### src/rtl/rn_node_pkg.sv
// Shared definitions for the request node and its slave-node peer:
// transaction ID sizing, request/response payloads and a free-ID search helper.
package node_package;

  localparam int NUM_TXN = 8;
  localparam int ID_W    = $clog2(NUM_TXN);

  typedef enum logic {
    READ  = 1'b0,
    WRITE = 1'b1
  } OpType;

  typedef struct packed {
    OpType            opcode;
    logic [ID_W-1:0]  txn_id;
    logic [15:0]      addr;
  } ReqType;

  typedef struct packed {
    logic [ID_W-1:0]  txn_id;
    logic [31:0]      data;
  } DataType;

  typedef struct packed {
    logic             found;
    logic [ID_W-1:0]  id;
  } FreeSlot;

  // Lowest-numbered ID whose busy bit is clear; found=0 when all IDs are in flight.
  function automatic FreeSlot lowest_free(input logic [NUM_TXN-1:0] busy);
    FreeSlot slot;
    slot.found = 1'b0;
    slot.id    = '0;
    for (int i = NUM_TXN - 1; i >= 0; i--) begin
      if (!busy[i]) begin
        slot.found = 1'b1;
        slot.id    = ID_W'(i);
      end
    end
    return slot;
  endfunction

endpackage

### src/rtl/rn_node_credit_fifo.sv
// Receive-side DATA FIFO together with the count of DATA credits granted to the
// slave node. A credit is granted whenever granted-but-unused credits plus
// occupied entries leave room, so the FIFO can never be overrun by a
// well-behaved peer.
module credit_fifo
  import node_package::*;
#(
  parameter int RX_DEPTH = 4
) (
  input  logic    clk,
  input  logic    reset,
  input  logic    push,
  input  DataType push_data,
  input  logic    pop,
  output DataType pop_data,
  output logic    full,
  output logic    empty,
  output logic    grant,
  output logic    no_credit
);

  localparam int CNT_W = $clog2(RX_DEPTH + 1);
  localparam int PTR_W = (RX_DEPTH > 1) ? $clog2(RX_DEPTH) : 1;
  localparam logic [CNT_W-1:0] DEPTH_C   = CNT_W'(RX_DEPTH);
  localparam logic [CNT_W:0]   DEPTH_C1  = (CNT_W + 1)'(RX_DEPTH);
  localparam logic [PTR_W-1:0] LAST_PTR  = PTR_W'(RX_DEPTH - 1);

  DataType          mem_q [RX_DEPTH];
  logic [CNT_W-1:0] g_q, g_d, g_upd;
  logic [CNT_W-1:0] occ_q, occ_d;
  logic [CNT_W:0]   committed;
  logic [PTR_W-1:0] wr_ptr_q, wr_ptr_d;
  logic [PTR_W-1:0] rd_ptr_q, rd_ptr_d;
  logic             grant_q, grant_d;
  logic             push_ok, pop_ok;

  assign full     = (occ_q == DEPTH_C);
  assign empty    = (occ_q == '0);
  assign grant    = grant_q;
  assign pop_data = mem_q[rd_ptr_q];

  // Accept/drop decision, occupancy and credit bookkeeping for this edge.
  // NOTE: combinational blocks use blocking '=' and assign every output first, so no latch is inferred.
  always_comb begin
    pop_ok    = pop && !empty;
    no_credit = push && (g_q == '0);
    push_ok   = push && !no_credit && (!full || pop_ok);
    g_upd     = g_q - CNT_W'(push_ok);
    occ_d     = occ_q + CNT_W'(push_ok) - CNT_W'(pop_ok);
    committed = {1'b0, g_upd} + {1'b0, occ_d};
    grant_d   = (committed < DEPTH_C1);
    g_d       = g_upd + CNT_W'(grant_d);
    wr_ptr_d  = wr_ptr_q;
    rd_ptr_d  = rd_ptr_q;
    if (push_ok) wr_ptr_d = (wr_ptr_q == LAST_PTR) ? '0 : wr_ptr_q + 1'b1;
    if (pop_ok)  rd_ptr_d = (rd_ptr_q == LAST_PTR) ? '0 : rd_ptr_q + 1'b1;
  end

  // Control state: counters, pointers and the registered credit grant.
  // NOTE: sequential state uses non-blocking '<=' so all flops update from pre-edge values.
  always_ff @(posedge clk or negedge reset) begin
    if (!reset) begin
      g_q      <= '0;
      occ_q    <= '0;
      wr_ptr_q <= '0;
      rd_ptr_q <= '0;
      grant_q  <= 1'b0;
    end else begin
      g_q      <= g_d;
      occ_q    <= occ_d;
      wr_ptr_q <= wr_ptr_d;
      rd_ptr_q <= rd_ptr_d;
      grant_q  <= grant_d;
    end
  end

  // Payload storage written on every accepted beat.
  // NOTE: storage array is not reset; occupancy guards every read, so stale contents are never used.
  always_ff @(posedge clk) begin
    if (push_ok) mem_q[wr_ptr_q] <= push_data;
  end

endmodule

### src/rtl/rn_node.sv
// Request node: issues READ requests against REQ link credits, tracks
// outstanding transaction IDs, drains DATA responses from the credit FIFO into
// registered completions, and flags protocol violations in a sticky error.
module rn_node
  import node_package::*;
#(
  parameter int TX_CRD_MAX  = 4,
  parameter int RX_DEPTH    = 4,
  parameter int ADDR_STRIDE = 4
) (
  input  logic             clk,
  input  logic             reset,
  input  logic             work,
  input  logic             pre_tx_req,
  output ReqType           tx_req,
  output logic             v_tx_req,
  output logic             pre_rx_data,
  input  DataType          rx_data,
  input  logic             v_rx_data,
  output logic             cmp_valid,
  output logic [ID_W-1:0]  cmp_id,
  output logic [31:0]      cmp_data,
  output logic             err
);

  localparam int CRD_W = $clog2(TX_CRD_MAX + 1);
  localparam logic [CRD_W-1:0] CRD_MAX_C = CRD_W'(TX_CRD_MAX);
  localparam logic [15:0]      STRIDE_C  = 16'(ADDR_STRIDE);

  logic [CRD_W-1:0]   crd_q, crd_d;
  logic [15:0]        addr_q, addr_d;
  logic [NUM_TXN-1:0] busy_q, busy_d;
  ReqType             tx_req_q, tx_req_d;
  logic               v_tx_req_q, v_tx_req_d;
  logic               cmp_valid_q, cmp_valid_d;
  logic [ID_W-1:0]    cmp_id_q, cmp_id_d;
  logic [31:0]        cmp_data_q, cmp_data_d;
  logic               err_q, err_d;

  FreeSlot            slot;
  logic               issue, crd_overflow, rx_bad, stale_pop, cmp_ok;
  logic               fifo_full, fifo_empty, fifo_pop, fifo_grant, fifo_no_credit;
  DataType            fifo_head;

  // The FIFO drains one entry per cycle whenever it holds anything.
  assign fifo_pop = !fifo_empty;

  credit_fifo #(
    .RX_DEPTH (RX_DEPTH)
  ) u_credit_fifo (
    .clk       (clk),
    .reset     (reset),
    .push      (v_rx_data),
    .push_data (rx_data),
    .pop       (fifo_pop),
    .pop_data  (fifo_head),
    .full      (fifo_full),
    .empty     (fifo_empty),
    .grant     (fifo_grant),
    .no_credit (fifo_no_credit)
  );

  // Issue decision, credit accounting, ID table, completion and error next-state.
  always_comb begin
    slot         = lowest_free(busy_q);
    issue        = work && (crd_q != '0) && slot.found;
    crd_overflow = 1'b0;
    crd_d        = crd_q;
    case ({pre_tx_req, issue})
      2'b10: begin
        if (crd_q == CRD_MAX_C) crd_overflow = 1'b1;
        else                    crd_d = crd_q + 1'b1;
      end
      2'b01:   crd_d = crd_q - 1'b1;
      default: crd_d = crd_q;
    endcase

    addr_d     = addr_q;
    tx_req_d   = tx_req_q;
    v_tx_req_d = issue;
    if (issue) begin
      tx_req_d.opcode = READ;
      tx_req_d.txn_id = slot.id;
      tx_req_d.addr   = addr_q;
      addr_d          = addr_q + STRIDE_C;
    end

    // A popped beat completes only if its ID is still outstanding; this also
    // catches a duplicate response that arrived while the ID was busy.
    cmp_ok    = fifo_pop && busy_q[fifo_head.txn_id];
    stale_pop = fifo_pop && !busy_q[fifo_head.txn_id];
    rx_bad    = v_rx_data && !fifo_no_credit && !busy_q[rx_data.txn_id];

    busy_d = busy_q;
    if (cmp_ok) busy_d[fifo_head.txn_id] = 1'b0;
    if (issue)  busy_d[slot.id]          = 1'b1;

    cmp_valid_d = cmp_ok;
    cmp_id_d    = cmp_id_q;
    cmp_data_d  = cmp_data_q;
    if (cmp_ok) begin
      cmp_id_d   = fifo_head.txn_id;
      cmp_data_d = fifo_head.data;
    end

    err_d = err_q | crd_overflow | fifo_no_credit | rx_bad | stale_pop
          | (v_rx_data && fifo_full);
  end

  // Registered request, completion and bookkeeping state.
  always_ff @(posedge clk or negedge reset) begin
    if (!reset) begin
      crd_q       <= '0;
      addr_q      <= '0;
      busy_q      <= '0;
      tx_req_q    <= '0;
      v_tx_req_q  <= 1'b0;
      cmp_valid_q <= 1'b0;
      cmp_id_q    <= '0;
      cmp_data_q  <= '0;
      err_q       <= 1'b0;
    end else begin
      crd_q       <= crd_d;
      addr_q      <= addr_d;
      busy_q      <= busy_d;
      tx_req_q    <= tx_req_d;
      v_tx_req_q  <= v_tx_req_d;
      cmp_valid_q <= cmp_valid_d;
      cmp_id_q    <= cmp_id_d;
      cmp_data_q  <= cmp_data_d;
      err_q       <= err_d;
    end
  end

  assign tx_req      = tx_req_q;
  assign v_tx_req    = v_tx_req_q;
  assign pre_rx_data = fifo_grant;
  assign cmp_valid   = cmp_valid_q;
  assign cmp_id      = cmp_id_q;
  assign cmp_data    = cmp_data_q;
  assign err         = err_q;

endmodule

### config.mk
export PLATFORM = sky130hd
export DESIGN_NAME = rn_node
export DESIGN_NICKNAME = d
export VERILOG_FILES = /design/src/rtl/rn_node_pkg.sv /design/src/rtl/rn_node_credit_fifo.sv /design/src/rtl/rn_node.sv
export SDC_FILE = /design/constraint.sdc
export NUM_CORES = 1
export LEC_CHECK = 0
export ABC_CLOCK_PERIOD_IN_PS = 3900
export CAP_MARGIN = 20
export CORE_ASPECT_RATIO = 1.25
export CORE_UTILIZATION = 55
export CTS_BUF_LIST = sky130_fd_sc_hd__clkbuf_4
export DETAILED_ROUTE_END_ITERATION = 16
export HOLD_SLACK_MARGIN = 0.08
export MAX_ROUTING_LAYER = met4
export PLACE_DENSITY = 0.78
export SLEW_MARGIN = 10
export SYNTH_ARGS = -nofsm -noshare
export SYNTH_HDL_FRONTEND = slang
export SYNTH_SLANG_ARGS = --single-unit
### constraint.sdc
create_clock -name clk -period 3.9 [get_ports clk]
set_clock_uncertainty 0.05 [all_clocks]
set_input_delay 0.585 -clock clk [delete_from_list [all_inputs] [get_ports clk]]
set_output_delay 0.585 -clock clk [all_outputs]
set_load 0.02 [all_outputs]
; Yosys cells after proc, flatten, opt, wreduce, memory -nomap -nowiden
; Memories as Yosys holds them, arrays and structs flattened.
; Index checks and enable logic that the tools add are counted.
[word_totals]
output_inout_bits = 59
register_bits = 95
ramBits = 140
elab_cells = 95
mem_count = 1
[mem_list]
columns = name, depth, word_bits, rd, rd_ports_with_merged_regs, write_ports, line
row1 = u_credit_fifo.mem_q, 4, 35, 1, 0, 1, rn_node_credit_fifo.sv:28  ; DataType mem_q [RX_DEPTH];
[classes]
eq_ne = 7
reduce_logical = 22
magnitude_cmp = 6
muxes = 26
bitwise_logic = 8
add_sub_neg = 10
[op_table]
columns = op, n
row1 = $mux 4, 8
row2 = $add 16x3->16 const B, 1
row3 = $mux 8, 2
row4 = $lt 3x4->1 const B, 3
row5 = $logic_and 1x1->1, 11
row6 = $and 8x8->8, 1
row7 = $mux 1, 8
row8 = $not 8->8, 1
row9 = $or 8x8->8, 1
row10 = $add 3x1->3, 2
row11 = $bmux 1 s3, 2
row12 = $demux 1 s3, 2
row13 = $eq 2x2->1 const B, 3
row14 = $eq 3x3->1 const B, 2
row15 = $ge 3x1->1 const B, 2
row16 = $logic_not 3->1, 2
row17 = $pmux 3 s2, 1
row18 = $sub 3x1->3, 2
row19 = $logic_not 1->1, 5
row20 = $or 1x1->1, 5
row21 = $add 2x1->2 const B, 2
row22 = $add 3x3->4, 1
row23 = $lt 4x3->1 const B, 1
row24 = $mux 2, 2
row25 = 9 further kinds, 9

; Longest topological paths before layout
; Gate-level depths: netlist (run 1).
[logic_depth]
depth_word = 16
ltp_mapped = 15
mapped_depth_nobuf = 15

; Modules after synthesis
; A second synthesis (run 1) with hierarchy kept.
[unflattened]
hier_cells = 541
hier_area_um2 = 9466.6
[by_module_without_submodules]
columns = mod, n_inst, area_per_inst_um2, cells_each
row1 = credit_fifo, 1, 5759.3, 243
row2 = rn_node, 1, 3707.3, 298

; Worst setup path before layout (run 1)
; Ideal clock, no wire load.
[synth_timing]
path_type = flip-flop to flip-flop
start = register u_credit_fifo.occ_q[1]
end = register u_credit_fifo.g_q[2]
setup_time_ps = 79
arrival_time_ps = 3335
path_buffers = 0
path_stages_with_launch = 16
setup_slack_ps = 436
cell_sequence = dfrtp_1 nor3_1 inv_1 ha_1 inv_1 ha_1 inv_1 fa_1 xnor2_1 xnor2_1 ha_1 or3_1 a31oi_1 ha_1 ha_1 xor2_1
[synth_via]
elab_chain_len = 9
elab_cells_between_ends = 12
cone_classes = 5 x add/sub / 1 x order compare / 1 x eq/ne / 5 x reduce/logical
[synth_rtl]
columns = item, line
row1 = "start, declared", rn_node_credit_fifo.sv:30  ; logic [CNT_W-1:0] occ_q, occ_d;
row2 = "start signal, assigned", rn_node_credit_fifo.sv:64  ; occ_q <= '0;
row3 = "start signal, assigned", rn_node_credit_fifo.sv:70  ; occ_q <= occ_d;
row4 = $logic_not 3->1 *, rn_node_credit_fifo.sv:38  ; assign empty = (occ_q == '0);
row5 = $logic_not 1->1 *, rn_node.sv:46  ; assign fifo_pop = !fifo_empty;
row6 = net fifo_pop, rn_node.sv:42  ; logic fifo_full, fifo_empty, fifo_pop, fifo_grant, fifo_no_credit;
row7 = $logic_or 1x1->1, rn_node_credit_fifo.sv:47  ; push_ok = push && !no_credit && (!full || pop_ok);
row8 = $logic_and 1x1->1, rn_node_credit_fifo.sv:47
row9 = $add 3x1->3, rn_node_credit_fifo.sv:49  ; occ_d = occ_q + CNT_W'(push_ok) - CNT_W'(pop_ok);
row10 = $sub 3x1->3 *, rn_node_credit_fifo.sv:49
row11 = net u_credit_fifo.occ_d[2], rn_node_credit_fifo.sv:30
row12 = $add 3x3->4 *, rn_node_credit_fifo.sv:50  ; committed = {1'b0, g_upd} + {1'b0, occ_d};
row13 = $lt 4x3->1 *, rn_node_credit_fifo.sv:51  ; grant_d = (committed < DEPTH_C1);
row14 = net u_credit_fifo.grant_d, rn_node_credit_fifo.sv:34  ; logic grant_q, grant_d;
row15 = $add 3x1->3 *, rn_node_credit_fifo.sv:52  ; g_d = g_upd + CNT_W'(grant_d);
row16 = net u_credit_fifo.g_d[2], rn_node_credit_fifo.sv:29  ; logic [CNT_W-1:0] g_q, g_d, g_upd;
row17 = "end signal, assigned", rn_node_credit_fifo.sv:69  ; g_q <= g_d;
row18 = "end, declared", rn_node_credit_fifo.sv:29
; Mark *: on every way through the listed nets, which the timed path passes. The rest lies on a longest branch.
; A chain may end at the register's enable or synchronous reset.

; Worst setup path after layout (run 1)
; Ends and elaborated chain as after synthesis.

==> flow_metrics.py, run 1 <==
metrics = {
    "finish": {
        "fin_util_pct": 68.77,
        "drive_gt1_share_pct": 24.25,
        "seq_area_sq_um": 6484,
        "final_nets": 747,
        "fill_cells": 1105,
        "areaGrowthSynthToFinish_pct": 21.33,
        "diodes": 0,
        "multi_input_area_sq_um": 2570,
        "stdcell_area_sq_um": 11230,
    },
    "clocking": {
        "insertion_delay_ns": 0.66,
        "cts_max_level": 2,
        "post_cts_buffers": 0,
        "path_clk_slew_ns": 0.07,
        "root_buffer": "clkbuf_4",
        "cts_tree": "built",
        "cts.sinks": 231,
        "ctsHoldBuffers": 1,
        "cts_resized": 0,
        "cts_buffers": 56,
        "cts_buffer_depth": 3,
    },
    "critical_path": {
        "endpoint_kind": "register",
        "crit_path_cell_trace": "nor3_1, inv_1, ha_1, inv_1, ha_1, inv_1, fa_1, xnor2_1, xnor2_1, ha_1, or3_1, a31oi_1, ha_1, ha_1, xor2_1",
        "path_common_cell": "ha_1",
        "critPathMaxStageDelay_ns": 0.44,
        "path_class": "reg -> reg",
        "worst_ep_arrival_time_ns": 4.08,
        "path_delay_family": "adder cells",
        "slowest_stage": "dfrtp_1",
        "worst-path-stages": 15,
        "startpoint_type": "register",
        "cp.required_ns": 4.41,
        "crit_fanout": 4,
        "reg2reg_depth": 15,
        "critPathBufInv": 3,
    },
    "sta": {
        "finalCritPeriodShare_pct": 91.55,
        "max_freq_mhz": 280.1,
        "tightest_slew_ns": 0.8547,
        "maxSlewHeadroom_pct": 43.02,
        "hold_viol": 0,
        "finalSetupViolCount": 0,
        "totalNegativeSetupSlack_ns": 0,
        "grt_setup_unrepaired": "false",
        "fin_crit_ns": 3.570,
        "worst_slack_ns": 0.3297,
        "final-max-slew-violation-count": 0,
    },
    "floorplanning": {
        "start_util_pct": 56.68,
        "die_w_um": 118.0,
        "die_h_um": 147.0,
        "dieArea_sq_um": 17360,
        "num_io_pins": 99,
        "row_count": 52,
        "core-area_sq_um": 16330,
    },
    "logic_synthesis": {
        "synth_edf_count": 140,
        "ys_ff_latch": 231,
        "ys.flop_type": "edfxtp_1",
        "yosysWarningCount": 0,
        "synthArstFlopShare_pct": 39.39,
        "syn_area_sq_um": 9256,
        "synthCells": 542,
        "ys_types": 49,
        "yosysSeqAreaShare_pct": 70.02,
        "synth.avg_cell_area_sq_um": 17.08,
    },
    "grt": {
        "grt_pass1_vias": 5698,
        "grt_usage_pct": 21.77,
        "grt.overflow.total": 0,
        "antenna_found_initial": 0,
        "grt_start_max_net_pins": 42,
        "grt_pass1_wl_um": 28410,
    },
    "placed_design": {
        "port_buffers": 95,
        "hpwl_um": 10820,
        "gp_congestion": 0.8066,
        "place_area_sq_um": 10480,
        "post-place-ws_ns": 0.2118,
    },
    "power_and_ir_drop": {
        "cellLeakagePower_uw": 0.004454,
        "peakVddDrop_mv": 0.5475,
        "power_per_cell_area_nw_per_um2": 857.7,
    },
    "hold_path": {
        "hp-class": "in -> async",
    },
    "route": {
        "drcViolationCount": 0,
        "ant_nets": 0,
        "detail_route.wl_per_cell_um": 17.87,
        "drt-pass1-iter-count": 4,
        "wl_met3_um": 914,
        "top_layer": "met4",
        "drtIter0Drc": 276,
        "vias": 5141,
        "wl_met2_um": 8871,
        "wl_met1_um": 6975,
        "vias_per_cell": 5.389,
        "finalWirelength_um": 17050,
    },
    "run": {
        "cap_violations": 0,
    },
    "run_status": {
        "status": "complete, no violations",
    },
}
[worst reg2reg max path, cell delays in order, from the launching register on]
cell and delay (ns):
dfrtp_1 0.44, nor3_1 0.28, inv_1 0.15, ha_1 0.29, inv_1 0.06, ha_1 0.13
inv_1 0.05, fa_1 0.38, xnor2_1 0.15, xnor2_1 0.20, ha_1 0.27, or3_1 0.36
a31oi_1 0.21, ha_1 0.20, ha_1 0.15, xor2_1 0.14
[cell families (layout without fill, tap and decap cells)]
family	after synthesis	in the layout	share of synthesized area, %
compound gates	46	46	3.271
xor+xnor	17	17	1.609
fa+ha+maj	16	16	2.325
buf+inv	44	238	2.406
flops	231	231	70.02
mux	77	77	15.02
other cells	1	3	0.04051
simple gates	110	110	5.312
[layout make-up]
class / count / area share (%)
Multi-Input combinational cell: 269 / 22.88
Inverter: 21 / 0.7019
Clock buffer: 84 / 5.615
Sequential cell: 231 / 57.73
Clock inverter: 21 / 0.9470
Tap cell: 216 / 2.406
Timing Repair Buffer: 112 / 9.715
[state kept, by name, indices dropped and copies added, names as in the netlist]
register	count
u_credit_fifo.mem_q	140
u_credit_fifo.g_q	3
err	1
v_tx_req	1
u_credit_fifo.grant	1
tx_req	17
cmp_valid	1
busy_q	8
u_credit_fifo.rd_ptr_q	2
addr_q	14
cmp_data	32
u_credit_fifo.occ_q	3
u_credit_fifo.wr_ptr_q	2
cmp_id	3
crd_q	3
[per-layer routing]
layer  vias up  global-route usage, %
li1       2359                      -
met1      2600                  25.59
met2       156                  35.88
met3        26                  5.784
met4         0                  8.526
met5         -                      -
[power breakdown]
part / leakage (uW) / switching [uW] / internal, uW
logic: 0.00164 / 1860 / 2040
registers: 0.00237 / 417 / 3350
clock network: 0.000437 / 914 / 1050
[through the flow]
step	std cells	total power, uW	hold slack (ns)
6_report	954	9633	0.3718
4_1_cts	954	9761	0.3526
3_5_place_dp	848	7757	0.4118
5_1_grt	954	10220	0.3776
3_3_place_gp	848	7560	0.4018
2_1_floorplan	544	6527	0.2394
[Yosys cell counts (9+ instances only)]
cell type	instances	area [sq um]
inv_1	19	71.32
ha_1	14	175.2
clkbuf_1	11	41.29
xnor2_1	12	105.1
edfxtp_1	140	4204
o21ai_1	9	45.04
a21oi_1	10	50.05
mux2_4	29	435.4
dfrtp_1	91	2277
mux4_2	36	810.8
nor2_1	15	56.30
nand2_1	62	232.7
[cell usage in the layout, fill, tap and decap left out, drive strengths merged, types with 10 or more instances in the layout]
master,count
a21oi,10
buf,17
clkbuf,84
clkdlybuf4s50,94
clkinv,19
dfrtp,91
edfxtp,140
ha,14
inv,22
mux2,35
mux4,37
nand2,62
nor2,15
o21ai,13
xnor2,12
[worst paths after layout]
check                      slack [ns]                   end                    from
setup / recovery                 0.33  u_credit_fifo.g_q[2]  u_credit_fifo.occ_q[1]
hold / removal                   0.37           cmp_data[8]                   reset
setup reg to reg                 0.33  u_credit_fifo.g_q[2]  u_credit_fifo.occ_q[1]
hold reg to reg                  0.42            tx_req[17]              tx_req[17]
max in group asynchronous        2.52             cmp_id[0]                   reset
min in group clk                 0.42            tx_req[17]              tx_req[17]
Note: power is estimated with default switching activity, not from simulation.
==> inputs of run 2 (changes only) <==
- CORE_MARGIN: not set -> 1.5
- REMOVE_ABC_BUFFERS: not set -> 1
- SYNTH_HIERARCHICAL: not set -> 1
==> run 2 against run 1 <==
Against the previous run:
- first-iteration DRC count grew 0.36%
- clock power is essentially flat
- combinational power grew 6.2%
- die area grew 3.8%
- register-to-register slack lost 0.08 ns
- total power grew 2.5%
- fmax shrank 2.1%
- critical path type unchanged
==> flow_metrics.py, run 2 <==
metrics = {
    "logic_synthesis": {
        "ys_types": 49,
        "yosysWarningCount": 6,
        "yosysMostFrequentCell": "edfxtp_1",
        "synth_edf_count": 140,
        "synthCells": 541,
        "yosys-top-cells-count": "edfxtp_1 (140), dfrtp_1 (91), nand2_1 (57)",
        "synthArstFlopShare_pct": 39.39,
        "synth_top_cell_area_share_pct": 44.41,
        "yosysTopAreaCell": "edfxtp_1",
        "ys.flop_type": "edfxtp_1",
        "yosysSeqAreaShare_pct": 68.46,
        "ys_ff_latch": 231,
        "synth.avg_cell_area_sq_um": 17.50,
        "syn_area_sq_um": 9467,
        "synth_area_leaders": "edfxtp_1 (44%), dfrtp_1 (24%), mux4_2 (9.0%), mux2_4 (5.9%), nand2_1 (2.3%)",
    },
    "route": {
        "vias_per_cell": 5.428,
        "detail_route.wl_per_cell_um": 18.57,
        "drt-pass1-iter-count": 4,
        "drtIter0Drc": 277,
        "drcViolationCount": 0,
        "finalWirelength_um": 17680,
        "vias": 5167,
        "ant_nets": 0,
    },
    "finish": {
        "largest_reg_flops": 140,
        "final_common_cell": "edfxtp_1",
        "drive_gt1_share_pct": 26.23,
        "final_nets": 742,
        "final_cell_mix": "edfxtp_1 (140), clkdlybuf4s50_1 (94), dfrtp_1 (89)",
        "stdcell_area_sq_um": 11350,
        "regMostFlops": "u_credit_fifo/mem_q",
        "areaGrowthSynthToFinish_pct": 19.86,
        "diodes": 0,
    },
    "sta": {
        "finalCritPeriodShare_pct": 93.53,
        "worst_slack_ns": 0.2523,
        "maxSlewHeadroom_pct": 40.51,
        "final-max-slew-violation-count": 0,
        "totalNegativeSetupSlack_ns": 0,
        "max_freq_mhz": 274.1,
        "grt_setup_unrepaired": "false",
        "hold_viol": 0,
        "finalSetupViolCount": 0,
        "tightest_slew_ns": 0.8923,
        "fin_crit_ns": 3.648,
    },
    "run_status": {
        "status": "complete, no violations",
    },
    "placed_design": {
        "gp_congestion": 0.8281,
        "port_buffers": 95,
        "place_area_sq_um": 10610,
        "hpwl_um": 11440,
        "post-place-ws_ns": -0.1511,
    },
    "floorplanning": {
        "die_w_um": 120.3,
        "start_util_pct": 56.20,
        "core-area_sq_um": 16840,
        "die_h_um": 149.7,
        "dieArea_sq_um": 18010,
        "row_count": 53,
        "num_io_pins": 99,
    },
    "power_and_ir_drop": {
        "power_per_cell_area_nw_per_um2": 870.3,
        "total_power_uw": 9876,
        "peakVddDrop_mv": 0.5533,
        "cellLeakagePower_uw": 0.004512,
    },
    "clocking": {
        "cts_tree": "built",
        "cts_buffers": 54,
        "insertion_delay_ns": 0.65,
        "cts_max_level": 2,
        "cts.sinks": 231,
        "cts_buffer_depth": 3,
        "path_clk_slew_ns": 0.07,
        "root_buffer": "clkbuf_4",
        "post_cts_buffers": 0,
    },
    "grt": {
        "grt_use_met3_pct": 5.030,
        "gr-usage-met2_pct": 36.46,
        "grt.overflow.total": 0,
        "busiest_layer": "met2",
        "grt_pass1_vias": 5722,
        "grt_start_max_net_pins": 67,
        "grt_pass1_wl_um": 28320,
        "grt_usage_pct": 21.23,
        "antenna_found_initial": 0,
        "grtUsageMet1_pct": 24.81,
    },
    "critical_path": {
        "crit_fanout": 3,
        "endpoint_kind": "register",
        "r2r-start": "u_credit_fifo/occ_q[1]",
        "startpoint_type": "register",
        "worst_ep_arrival_time_ns": 4.15,
        "rrSetupSlack_ns": 0.25,
        "worstSetupStartpoint": "u_credit_fifo/occ_q[1]",
        "path_class": "reg -> reg",
        "cp.required_ns": 4.40,
    },
    "hold_path": {
        "hp-class": "reg -> reg",
        "hold_path.startpoint": "tx_req[4]",
    },
    "run": {
        "cap_violations": 0,
    },
}
[run 2: power breakdown]
part           switching, uW  leakage (uW)  internal [uW]
logic                   1970       0.00170           2170
registers                432       0.00238           3360
clock network            905      0.000428           1040
total                   3310       0.00451           6570
[run 2: area by class of cell]
type,count,area (sq um)
clock buffers,83,623.1
flip-flops and latches,231,6484
inverters,21,78.83
repair buffers,111,1084
clock inverters,19,102.6
multi-input cells,267,2700
well taps,220,275.3
fillers,1170,5497
[run 2: worst max-delay path, stage by stage (launching register included)]
cell and delay (ns):
dfrtp_1 0.43, nor3_2 0.25, inv_1 0.10, nand2b_1 0.14, inv_1 0.06, ha_1 0.26
inv_1 0.04, ha_1 0.19, fa_1 0.38, xnor2_1 0.15, xnor2_1 0.20, ha_1 0.26
or3_1 0.30, a31oi_1 0.21, ha_1 0.20, ha_1 0.15, xor2_1 0.17
[run 2: final timing paths]
check | cells after the start | endpoint
worst max register to register | 16 | u_credit_fifo/g_q[2]
min in group asynchronous | 2 | cmp_data[4]
worst min-delay path | 2 | tx_req[4]
worst min register to register | 2 | tx_req[4]
worst max-delay path | 16 | u_credit_fifo/g_q[2]
max in group asynchronous | 3 | addr_q[5]
[run 2: logic make-up after synthesis]
group | synth area share (%)
DFF | 68.46
and+or+nand+nor | 5.366
muxes | 15.99
buffers and inverters | 3.146
AOI/OAI and AO/OA | 3.053
xor gates and xnor gates | 1.665
adders and majority gates | 2.273
other | 0.03961
[run 2: layer usage]
metal | up-vias | part of all wire (%)
met2 | 158 | 54
li1 | 2355 | -
met3 | 36 | 5.7
met5 | - | 0
met1 | 2618 | 39
met4 | 0 | 2.1
[run 2: repair_timing]
action | 4_1_cts | 5_1_grt
gates resized for setup | 0 | 1
endpoints found under the hold margin | 65 | 0
hold buffers | 1 | 0
endpoints found under the setup margin | 0 | 2
[run 2: per-stage QoR]
step                util, %  instances  hold WS, ns
finish                67.37        952       0.4232
global route          67.37        952       0.4564
CTS                   67.34        952       0.4253
detailed placement    62.97        849       0.4117
global placement      62.97        849       0.4078
floorplan                 -        519       0.2394
